==> config.mk <==
export PLATFORM = sky130hd
export DESIGN_NAME = utlb_addr_trans
export DESIGN_NICKNAME = d
export VERILOG_FILES = /design/src/rtl/utlb_addr_trans_pkg.sv /design/src/rtl/utlb_lookup.sv /design/src/rtl/utlb_addr_trans.sv
export SDC_FILE = /design/constraint.sdc
export NUM_CORES = 1
export LEC_CHECK = 0
export BUFFER_PORTS_ARGS = -buffer_cell sky130_fd_sc_hd__buf_2
export CAP_MARGIN = 20
export CORE_AREA = 2 2 190 136
export CTS_CLUSTER_DIAMETER = 150
export CTS_CLUSTER_SIZE = 20
export DETAILED_ROUTE_END_ITERATION = 10
export DIE_AREA = 0 0 192 138
export GPL_TIMING_DRIVEN = 0
export PLACE_DENSITY_LB_ADDON = 0.08
export SLEW_MARGIN = 20
export SYNTH_ARGS = -nofsm -noshare
export SYNTH_HDL_FRONTEND = slang
export SYNTH_SLANG_ARGS = --single-unit
==> constraint.sdc <==
create_clock -name clk -period 9.04 [get_ports clk]
set_input_delay 1.356 -clock clk [delete_from_list [all_inputs] [get_ports clk]]
set_output_delay 1.356 -clock clk [all_outputs]
set_load 0.02 [all_outputs]
==> src/rtl/utlb_addr_trans_pkg.sv <==
// Shared types for utlb_addr_trans: CSR and main-TLB structs, uTLB entry, response and FSM state.
// entry_resp() turns a (cached or freshly searched) TLB entry into a translated response.
package utlb_addr_trans_pkg;

    localparam logic [5:0] PS_4K   = 6'd12;
    localparam logic [5:0] PS_HUGE = 6'd21;

    typedef struct packed {
        logic       plv0;
        logic       plv3;
        logic [1:0] mat;
        logic [2:0] pseg;
        logic [2:0] vseg;
    } dmw_t;

    typedef struct packed {
        logic        found;
        logic [19:0] ppn;
        logic [5:0]  ps;
        logic [1:0]  mat;
        logic        v;
        logic        d;
        logic [1:0]  plv;
    } tlb_result_t;

    typedef struct packed {
        logic        valid;
        logic [18:0] vppn;
        logic        va12;
        logic [9:0]  asid;
        logic        g;
        logic        huge;
        logic [19:0] ppn;
        logic [1:0]  mat;
        logic        v;
        logic        d;
        logic [1:0]  plv;
    } utlb_entry_t;

    typedef struct packed {
        logic [31:0] pa;
        logic [1:0]  mat;
        logic        page_fault;
        logic        page_invalid;
        logic        page_modify;
        logic        plv_fault;
    } resp_t;

    typedef enum logic [1:0] {
        S_IDLE,
        S_REQ,
        S_WAIT,
        S_RESP
    } utlb_state_t;

    function automatic resp_t entry_resp(
        input utlb_entry_t e,
        input logic        found,
        input logic [20:0] va_lo,
        input logic        is_store,
        input logic [1:0]  plv
    );
        resp_t r;
        r = '0;
        r.page_fault = !found;
        if (found) begin
            r.pa           = e.huge ? {e.ppn[19:9], va_lo} : {e.ppn, va_lo[11:0]};
            r.mat          = e.mat;
            r.page_invalid = !e.v;
            r.plv_fault    = e.v && (plv > e.plv);
            r.page_modify  = e.v && !r.plv_fault && is_store && !e.d;
        end
        return r;
    endfunction

endpackage

==> src/rtl/utlb_lookup.sv <==
// Fully-associative uTLB tag match; lowest matching index wins.
module utlb_lookup
    import utlb_addr_trans_pkg::*;
#(
    parameter int ENTRIES = 4,
    parameter int IDX_W   = $clog2(ENTRIES)
) (
    input  utlb_entry_t      entries [ENTRIES],
    input  logic [19:0]      vpn,
    input  logic [9:0]       asid,
    output logic             hit,
    output logic [IDX_W-1:0] index,
    output utlb_entry_t      entry
);

    logic [ENTRIES-1:0] match;

    always_comb begin
        match = '0;
        for (int i = 0; i < ENTRIES; i++) begin
            match[i] = entries[i].valid
                    && (entries[i].g || (entries[i].asid == asid))
                    && (entries[i].huge ? (entries[i].vppn[18:8] == vpn[19:9])
                                        : ({entries[i].vppn, entries[i].va12} == vpn));
        end
    end

    // Scan from the top so the lowest matching index is the last one written.
    always_comb begin
        hit   = 1'b0;
        index = '0;
        entry = '0;
        for (int i = ENTRIES - 1; i >= 0; i--) begin
            if (match[i]) begin
                hit   = 1'b1;
                index = IDX_W'(i);
                entry = entries[i];
            end
        end
    end

endmodule

==> src/rtl/utlb_addr_trans.sv <==
// Pipelined VA->PA translator: direct access, DMW windows, micro-TLB, main-TLB search on miss.
// Define UTLB_HUGE_PAGE_EN to cache ps==21 search results as 2 MB huge entries.
module utlb_addr_trans
    import utlb_addr_trans_pkg::*;
#(
    parameter int ENTRIES = 4,
    parameter int DMW_NUM = 2
) (
    input  logic        clk,
    input  logic        resetn,
    input  logic        req_valid,
    output logic        req_ready,
    input  logic [31:0] req_va,
    input  logic        req_is_store,
    input  logic        direct_access,
    input  logic [1:0]  direct_access_mat,
    input  logic [1:0]  plv,
    input  logic [9:0]  asid,
    input  dmw_t        dmw [DMW_NUM],
    input  logic        inv_all,
    output logic        resp_valid,
    input  logic        resp_ready,
    output logic [31:0] resp_pa,
    output logic [1:0]  resp_mat,
    output logic        resp_page_fault,
    output logic        resp_page_invalid,
    output logic        resp_page_modify,
    output logic        resp_plv_fault,
    output logic        tlb_s_req,
    input  logic        tlb_s_grant,
    output logic [18:0] tlb_s_vppn,
    output logic        tlb_s_va_bit12,
    output logic [9:0]  tlb_s_asid,
    input  tlb_result_t tlb_s_result
);

    // state  | meaning
    // S_IDLE | ready; DA/DMW/uTLB resolved on the accept cycle
    // S_REQ  | tlb_s_req held until tlb_s_grant
    // S_WAIT | main-TLB result valid; refill and build response
    // S_RESP | response held until resp_ready

    localparam int IDX_W = $clog2(ENTRIES);

    utlb_state_t      state;
    utlb_entry_t      entries [ENTRIES];
    logic [IDX_W-1:0] rr_ptr;
    logic [31:0]      rq_va;
    logic             rq_is_store;
    logic [1:0]       rq_plv;
    logic [9:0]       rq_asid;
    logic             inv_pend;
    resp_t            resp_q;

    logic             lk_hit;
    logic [IDX_W-1:0] lk_idx_unused;
    utlb_entry_t      lk_entry;
    logic             dmw_hit;
    dmw_t             dmw_sel;
    logic             fast_hit;
    resp_t            fast_resp;
    utlb_entry_t      new_entry;
    logic             refill_huge;
    logic             has_free;
    logic [IDX_W-1:0] free_idx;
    logic [IDX_W-1:0] victim;

    utlb_lookup #(
        .ENTRIES (ENTRIES),
        .IDX_W   (IDX_W)
    ) u_lookup (
        .entries (entries),
        .vpn     (req_va[31:12]),
        .asid    (asid),
        .hit     (lk_hit),
        .index   (lk_idx_unused),
        .entry   (lk_entry)
    );

`ifdef UTLB_HUGE_PAGE_EN
    assign refill_huge = (tlb_s_result.ps == PS_HUGE);
`else
    logic unused_ps;
    assign refill_huge = 1'b0;
    assign unused_ps   = (tlb_s_result.ps != PS_4K);
`endif

    assign req_ready      = (state == S_IDLE);
    assign tlb_s_vppn     = rq_va[31:13];
    assign tlb_s_va_bit12 = rq_va[12];
    assign tlb_s_asid     = rq_asid;

    assign resp_pa           = resp_q.pa;
    assign resp_mat          = resp_q.mat;
    assign resp_page_fault   = resp_q.page_fault;
    assign resp_page_invalid = resp_q.page_invalid;
    assign resp_page_modify  = resp_q.page_modify;
    assign resp_plv_fault    = resp_q.plv_fault;

    // Resolution on the live request so hits/DMW/DA respond one cycle after acceptance.
    always_comb begin
        dmw_hit = 1'b0;
        dmw_sel = '0;
        for (int i = DMW_NUM - 1; i >= 0; i--) begin
            if ((req_va[31:29] == dmw[i].vseg)
                && (((plv == 2'd0) && dmw[i].plv0) || ((plv == 2'd3) && dmw[i].plv3))) begin
                dmw_hit = 1'b1;
                dmw_sel = dmw[i];
            end
        end

        fast_resp = '0;
        fast_hit  = 1'b1;
        if (direct_access) begin
            fast_resp.pa  = req_va;
            fast_resp.mat = direct_access_mat;
        end else if (dmw_hit) begin
            fast_resp.pa  = {dmw_sel.pseg, req_va[28:0]};
            fast_resp.mat = dmw_sel.mat;
        end else if (lk_hit) begin
            fast_resp = entry_resp(lk_entry, 1'b1, req_va[20:0], req_is_store, plv);
        end else begin
            fast_hit = 1'b0;
        end
    end

    // The search is keyed by the requesting ASID, so refills are cached as non-global.
    always_comb begin
        new_entry       = '0;
        new_entry.valid = 1'b1;
        new_entry.vppn  = rq_va[31:13];
        new_entry.va12  = rq_va[12];
        new_entry.asid  = rq_asid;
        new_entry.g     = 1'b0;
        new_entry.huge  = refill_huge;
        new_entry.ppn   = tlb_s_result.ppn;
        new_entry.mat   = tlb_s_result.mat;
        new_entry.v     = tlb_s_result.v;
        new_entry.d     = tlb_s_result.d;
        new_entry.plv   = tlb_s_result.plv;
    end

    always_comb begin
        has_free = 1'b0;
        free_idx = '0;
        for (int i = ENTRIES - 1; i >= 0; i--) begin
            if (!entries[i].valid) begin
                has_free = 1'b1;
                free_idx = IDX_W'(i);
            end
        end
        victim = has_free ? free_idx : rr_ptr;
    end

    always_ff @(posedge clk or negedge resetn) begin
        if (!resetn) begin
            state       <= S_IDLE;
            rr_ptr      <= '0;
            rq_va       <= '0;
            rq_is_store <= 1'b0;
            rq_plv      <= '0;
            rq_asid     <= '0;
            inv_pend    <= 1'b0;
            resp_q      <= '0;
            resp_valid  <= 1'b0;
            tlb_s_req   <= 1'b0;
            for (int i = 0; i < ENTRIES; i++) begin
                entries[i] <= '0;
            end
        end else begin
            case (state)
                S_IDLE: begin
                    if (req_valid) begin
                        rq_va       <= req_va;
                        rq_is_store <= req_is_store;
                        rq_plv      <= plv;
                        rq_asid     <= asid;
                        if (fast_hit) begin
                            resp_q     <= fast_resp;
                            resp_valid <= 1'b1;
                            state      <= S_RESP;
                        end else begin
                            tlb_s_req <= 1'b1;
                            inv_pend  <= 1'b0;
                            state     <= S_REQ;
                        end
                    end
                end
                S_REQ: begin
                    if (inv_all) begin
                        inv_pend <= 1'b1;
                    end
                    if (tlb_s_grant) begin
                        tlb_s_req <= 1'b0;
                        state     <= S_WAIT;
                    end
                end
                S_WAIT: begin
                    resp_q     <= entry_resp(new_entry, tlb_s_result.found, rq_va[20:0],
                                             rq_is_store, rq_plv);
                    resp_valid <= 1'b1;
                    state      <= S_RESP;
                    if (tlb_s_result.found && !inv_pend && !inv_all) begin
                        entries[victim] <= new_entry;
                        if (!has_free) begin
                            rr_ptr <= rr_ptr + 1'b1;
                        end
                    end
                end
                S_RESP: begin
                    if (resp_ready) begin
                        resp_valid <= 1'b0;
                        state      <= S_IDLE;
                    end
                end
                default: state <= S_IDLE;
            endcase

            // Placed last so a flush overrides a same-cycle refill.
            if (inv_all) begin
                for (int i = 0; i < ENTRIES; i++) begin
                    entries[i].valid <= 1'b0;
                end
            end
        end
    end

endmodule
; ---- Word-level counts from Yosys, hierarchy flattened
; Index checks and enable logic that the tools add are counted.
; W data, S select, Z words.
[totals]
regBits = 326
inputBits = 107
out_inout_bits = 71
word_cells = 211
[op_classes]
n_addsub = 1
order_cmp = 4
n_eq_ne = 24
mux = 65
bitwise = 2
n_reduce_logical = 56
[op_table]
columns = operator, n
row1 = $mux W236, 2
row2 = $bwmux W236, 1
row3 = $demux W59 S2, 1
row4 = $mux W38, 3
row5 = $mux W27, 4
row6 = $mux W34, 3
row7 = $eq A20 B20 Y1, 4
row8 = $pmux W38 S2, 1
row9 = $mux W59, 1
row10 = $eq A11 B11 Y1, 4
row11 = $eq A10 B10 Y1, 4
row12 = $mux W1, 30
row13 = $logic_and A1 B1 Y1, 25
row14 = $mux W21, 1
row15 = $mux W2, 9
row16 = $mux W8, 2
row17 = $reduce_and A4 Y1, 3
row18 = $ne A2 B2 Y1 const B, 5
row19 = $logic_not A1 Y1, 9
row20 = $reduce_and A3 Y1, 3
row21 = $mux W4, 2
row22 = $pmux W2 S4, 1
row23 = $reduce_bool A2 Y1, 4
row24 = $eq A2 B2 Y1 const B, 3
row25 = other kinds (16), 27

; ---- Longest topological paths before layout
[logic_depth]
word_depth = 20
ltp_mapped = 17
depth_no_buf = 14

; ---- Hierarchy
; From an unflattened synthesis, not the netlist that was laid out.
[unflattened]
hier_cells = 1467
area_unflattened_um2 = 16534.6
[by_module_without_submodules]
columns = mod, n_inst, cells_per_inst, area_per_inst_um2, seq_area_each_um2
row1 = utlb_addr_trans, 1, 952, 13141.4, 7957.6
row2 = utlb_lookup, 1, 515, 3393.3, 0.0

; ---- Worst setup path after synthesis
; OpenSTA, ideal clock, no wires.
[synth_timing]
path_type = in2reg
start = input req_va[21]
end = register resp_q (netlist bit resp_page_modify)
setup_time_ns = 0.082
t_arrival_ns = 4.277
t_required_ns = 8.958
slack_ns = 4.681
cell_stages = 16
path_buffers = 3
path_cell_list = buf_2 xnor2_1 nand4_1 nor4_1 and2_1 clkbuf_1 buf_2 o21ai_0 mux2_2 mux2i_1 ha_1 nor2b_1 o21ai_0 nand2_1 or4_1 a31oi_1
[synth_between]
elab_chain_cells = 19
elab_cells_between_ends = 42
cone_classes = 1 x order compare / 9 x eq/ne / 21 x mux / 11 x reduce/logical
[synth_lines]
columns = item, line_no
row1 = "start, declared", utlb_addr_trans.sv:13  ; input logic [31:0] req_va,
row2 = $eq A20 B20 Y1 / $eq A11 B11 Y1 (equally long branches), "utlb_lookup.sv:24, utlb_lookup.sv:23"
row3 = $mux W1, utlb_lookup.sv:23  ; && (entries[i].huge ? (entries[i].vppn[18:8] == vpn[19:9])
row4 = $logic_and A1 B1 Y1, utlb_lookup.sv:23
row5 = $mux W27 (4 in series), utlb_lookup.sv:34  ; if (match[i]) begin
row6 = $gt A2 B2 Y1, utlb_addr_trans_pkg.sv:70  ; r.plv_fault = e.v && (plv > e.plv);
row7 = $logic_and A1 B1 Y1, utlb_addr_trans_pkg.sv:70
row8 = $logic_not A1 Y1, utlb_addr_trans_pkg.sv:71  ; r.page_modify = e.v && !r.plv_fault && is_store && !e.d;
row9 = $logic_and A1 B1 Y1 (3 in series), utlb_addr_trans_pkg.sv:71
row10 = $mux W38, utlb_addr_trans.sv:120  ; end else if (lk_hit) begin
row11 = $mux W4, utlb_addr_trans.sv:117  ; end else if (dmw_hit) begin
row12 = $mux W4, utlb_addr_trans.sv:114  ; if (direct_access) begin
row13 = $mux W38, utlb_addr_trans.sv:178  ; if (fast_hit) begin
row14 = $mux W38, utlb_addr_trans.sv:173  ; if (req_valid) begin
row15 = $pmux W38 S2, utlb_addr_trans.sv:171  ; case (state)
row16 = "end signal, assigned", utlb_addr_trans.sv:179  ; resp_q <= fast_resp;
row17 = "end signal, assigned", utlb_addr_trans.sv:199  ; resp_q <= entry_resp(new_entry, tlb_s_result.found, rq_va[20:0],
row18 = "end, declared", utlb_addr_trans.sv:53  ; resp_t resp_q;
; Parallel ways exist; a longest one is shown, timed or not. The select of a mux whose other input is x is not followed.
; A chain may end at the register's enable or synchronous reset.

; ---- Worst setup path after layout
[layout_timing]
start = input req_va[15]
end = register resp_q (netlist bit resp_page_modify)
[layout_between]
elab_chain_cells = 19
elab_cells_between_ends = 38
cone_classes = 1 x order compare / 5 x eq/ne / 21 x mux / 11 x reduce/logical
[layout_lines]
columns = item, line_no
row1 = $eq A20 B20 Y1, utlb_lookup.sv:24  ; : ({entries[i].vppn, entries[i].va12} == vpn));
row2 = $mux W1, utlb_lookup.sv:23
row3 = $logic_and A1 B1 Y1, utlb_lookup.sv:23
row4 = $mux W27 (4 in series), utlb_lookup.sv:34
row5 = $gt A2 B2 Y1, utlb_addr_trans_pkg.sv:70
row6 = $logic_and A1 B1 Y1, utlb_addr_trans_pkg.sv:70
row7 = $logic_not A1 Y1, utlb_addr_trans_pkg.sv:71
row8 = $logic_and A1 B1 Y1 (3 in series), utlb_addr_trans_pkg.sv:71
row9 = $mux W38, utlb_addr_trans.sv:120
row10 = $mux W4, utlb_addr_trans.sv:117
row11 = $mux W4, utlb_addr_trans.sv:114
row12 = $mux W38, utlb_addr_trans.sv:178
row13 = $mux W38, utlb_addr_trans.sv:173
row14 = $pmux W38 S2, utlb_addr_trans.sv:171
; Parallel ways exist; a longest one is shown, timed or not. The select of a mux whose other input is x is not followed.

==> flow_summary_export.csv <==
group,metric,value,unit
routing,drt-wirelength-per-cell,24.0,um
sta,period_share,61.4,%
routing,routed_wl,43800,um
clock_network,path_clk_slew,0.09,ns
yosys,synth_warnings,0,
yosys,ys_ff_latch,318,
setup_path,worst_ep_required_time,9.50,ns
yosys,syn_nets,1439,
final_layout,syn2layout_area_growth,11.2,%
final_layout,postLayoutCoreUtil,68.0,%
routing,drt-vias-per-instance,6.18,
pwr,cellPowerDensity,261,mW/mm^2
pwr,power,0.00445,W
floorplan,initial_utilization,61.1,%
yosys,synth.largest_area_cell,"dfrtp_1",
floorplan,io_pins,178,
clock_network,cts_buffers,19,
yosys,ys.flop_type,"dfrtp_1",
global_route,grt_pass1_vias,11000,
setup_path,start_kind,"input port",
final_layout,final_cell_mix,"dfrtp_1 (318), mux2_2 (236), nand2_1 (207), buf_2 (172), xnor2_1 (94)",
placement,port_buffers,141,
sta,min_period,5.55,ns
status,status,"completed",
yosys,syn-cell-area,0.0153,mm^2
sta,rsz0062_at_grt,"false",
yosys,synth_top_area_share,52.0,%
floorplan,die_area,0.0265,mm^2
pwr,p_leak,8.06,nW
setup_path,path_delay_family,"simple AND/OR/NAND/NOR gates",
final_layout,drive_gt1_share,31.2,%
global_route,grt_start_max_net_pins,93,
sta,maxSlewHeadroom,36.3,%
setup_path,crit_fanout,10,
clock_network,h-tree-depth,1,
clock_network,cts-root-buf,"clkbuf_16",
yosys,synth.distinct_cells,54,
sta,hold_viol,0,
routing,drc_errors,0,
floorplan,num_rows,49,
final_layout,layout_commonest_cell,"dfrtp_1",
setup_path,worst-setup-path-type,"in2reg",
yosys,synthCells,1324,
routing,drt_first_pass_iters,8,
setup_path,worstPathCellList,"buf_2 -> xnor2_1 -> nand4_1 -> nor4_1 -> nand4_1 -> clkbuf_1 -> mux2i_1 -> ha_1 -> nor2b_1 -> o21ai_0 -> nand2_1 -> or4_1 -> a31oi_1",
yosys,async_flop_share,100,%
floorplan,core-area,0.0250,mm^2
floorplan,die_h,138,um
sta,final-max-slew-violation-count,0,
sta,worstMarginPinSlew,0.955,ns
placement,dp_hpwl,31500,um
clock_network,postCtsResizedCells,0,
global_route,gr-total-overflow,0,
routing,via_count,11300,
sta,setup_viol,0,
routing,antenna_left,0,
sta,fin_setup_tns,0,ns
worst_hold_path,hp-class,"reg2reg",
global_route,grt_first_pass_wirelength,66500,um
placement,gp_congestion,0.900,
clock_network,cts_tree,"yes",
final_layout,final_net_count,1604,
run,cap_violations,0,
sta,skew,0.0308,ns
yosys,syn_area_per_cell,11.5,um^2
setup_path,critical-path-slowest-cell,"nor4_1",
setup_path,cp.arrival,6.01,ns
clock_network,clockBufferDepth,3,
sta,fmax,180,MHz
floorplan,fp.dieW,192,um
setup_path,path_buf_inv,2,
global_route,grt_usage,33.3,%
yosys,synth-seq-area-share,52.0,%
clock_network,clock-sinks,318,
setup_path,endpoint_kind,"flip-flop",
setup_path,slowest_delay,0.72,ns
setup_path,cp_common_cell,"nand4_1",
yosys,synth_area_leaders,"dfrtp_1 (52%), mux2_2 (17%), xnor2_1 (5.4%), nand2_1 (5.1%), xor2_1 (1.9%)",
yosys,synth-edff-count,0,
routing,drtIter0Drc,1171,
global_route,antenna_found_initial,3,
clock_network,postCtsSetupBuffers,0,
clock_network,insertion_delay,0.54,ns
pwr,vdd_drop_max,0.214,mV
clock_network,ctsHoldBuffers,0,
==> power by group <==
group          leakage [nW]  switching [W]  total, W  internal [W]
Combinational          3.62       0.000844   0.00148      0.000632
Clock                 0.246       0.000467  0.000854      0.000387
Sequential             4.20       0.000311   0.00212       0.00181
==> final timing paths <==
check,start,endpoint,slack [ns],depth (start not counted)
max,req_va[15],resp_page_modify$_DFFE_PN0P_,3.49,13
min,rq_va[8]$_DFFE_PN0P_,rq_va[8]$_DFFE_PN0P_,0.49,2
max reg2reg,entries[218]$_DFFE_PN0P_,resp_page_modify$_DFFE_PN0P_,4.16,12
min reg2reg,rq_va[8]$_DFFE_PN0P_,rq_va[8]$_DFFE_PN0P_,0.49,2
max in group asynchronous,resetn,resp_valid$_DFFE_PN0P_,7.39,2
min in group asynchronous,resetn,entries[177]$_DFFE_PN0P_,0.80,1
==> Yosys cell counts (15+ instances only) <==
| master | n |
|---|---|
| xnor2_1 | 94 |
| o211ai_1 | 28 |
| o21ai_0 | 21 |
| buf_1 | 17 |
| buf_4 | 21 |
| nand2_1 | 207 |
| o2111ai_1 | 23 |
| dfrtp_1 | 318 |
| inv_1 | 25 |
| a31oi_1 | 27 |
| or3_1 | 17 |
| a22oi_1 | 17 |
| clkbuf_1 | 44 |
| nand4_1 | 25 |
| nor4_1 | 15 |
| a211oi_1 | 19 |
| buf_2 | 32 |
| xor2_1 | 34 |
| mux2_2 | 236 |
==> tightest hold or removal path: cells and delay by family, from the launching register on <==
family,cells,cell delay (ns)
simple gates,2,0.10
flops,1,0.36
==> metrics by stage <==
step | hold WS (ns) | worst slack (ns) | std cells | cell area [um^2]
floorplan | 0.437 | 4.68 | 1324 | 15300
global placement | 0.456 | 0.501 | 1796 | 16400
detailed placement | 0.468 | 3.25 | 1799 | 16500
CTS | 0.489 | 3.76 | 1820 | 17000
global route | 0.508 | 3.30 | 1820 | 17000
finish | 0.490 | 3.49 | 1823 | 17000
==> area by class of cell <==
type	count	area, um^2
Tap cell	331	414
Fill cell	1942	8000
Clock inverter	1	8.76
Clock buffer	20	489
Timing Repair Buffer	144	798
Multi-Input combinational cell	859	6630
Buffer	119	603
Antenna cell	3	7.51
Inverter	28	105
Sequential cell	318	7960
==> per-layer routing <==
layer / vias to the layer above / track usage, % / routed length [um]
li1: 4962 / - / -
met1: 5751 / 51.2 / 20100
met2: 490 / 47.9 / 18700
met3: 68 / 8.17 / 3910
met4: 4 / 7.79 / 1010
met5: - / 0 / 19
==> flip-flops by register name (all words and copies together) (netlist names), 2 cells and up <==
register    flops
rr_ptr          2
tlb_s_asid     10
rq_va          32
state           2
entries       228
resp_pa        32
resp_mat        2
rq_plv          2
==> cells by family after synthesis <==
kind of cell | after synthesis | synth area share (%)
AND/OR/NAND/NOR | 302 | 8.99
flip-flops | 318 | 52.0
buffers and inverters | 147 | 4.63
XOR/XNOR | 128 | 7.33
multiplexers | 242 | 17.8
AO/OA/AOI/OAI | 179 | 8.58
adder cells (fa/ha/maj) | 8 | 0.655
No activity file was read; power rests on OpenSTA's default activity.
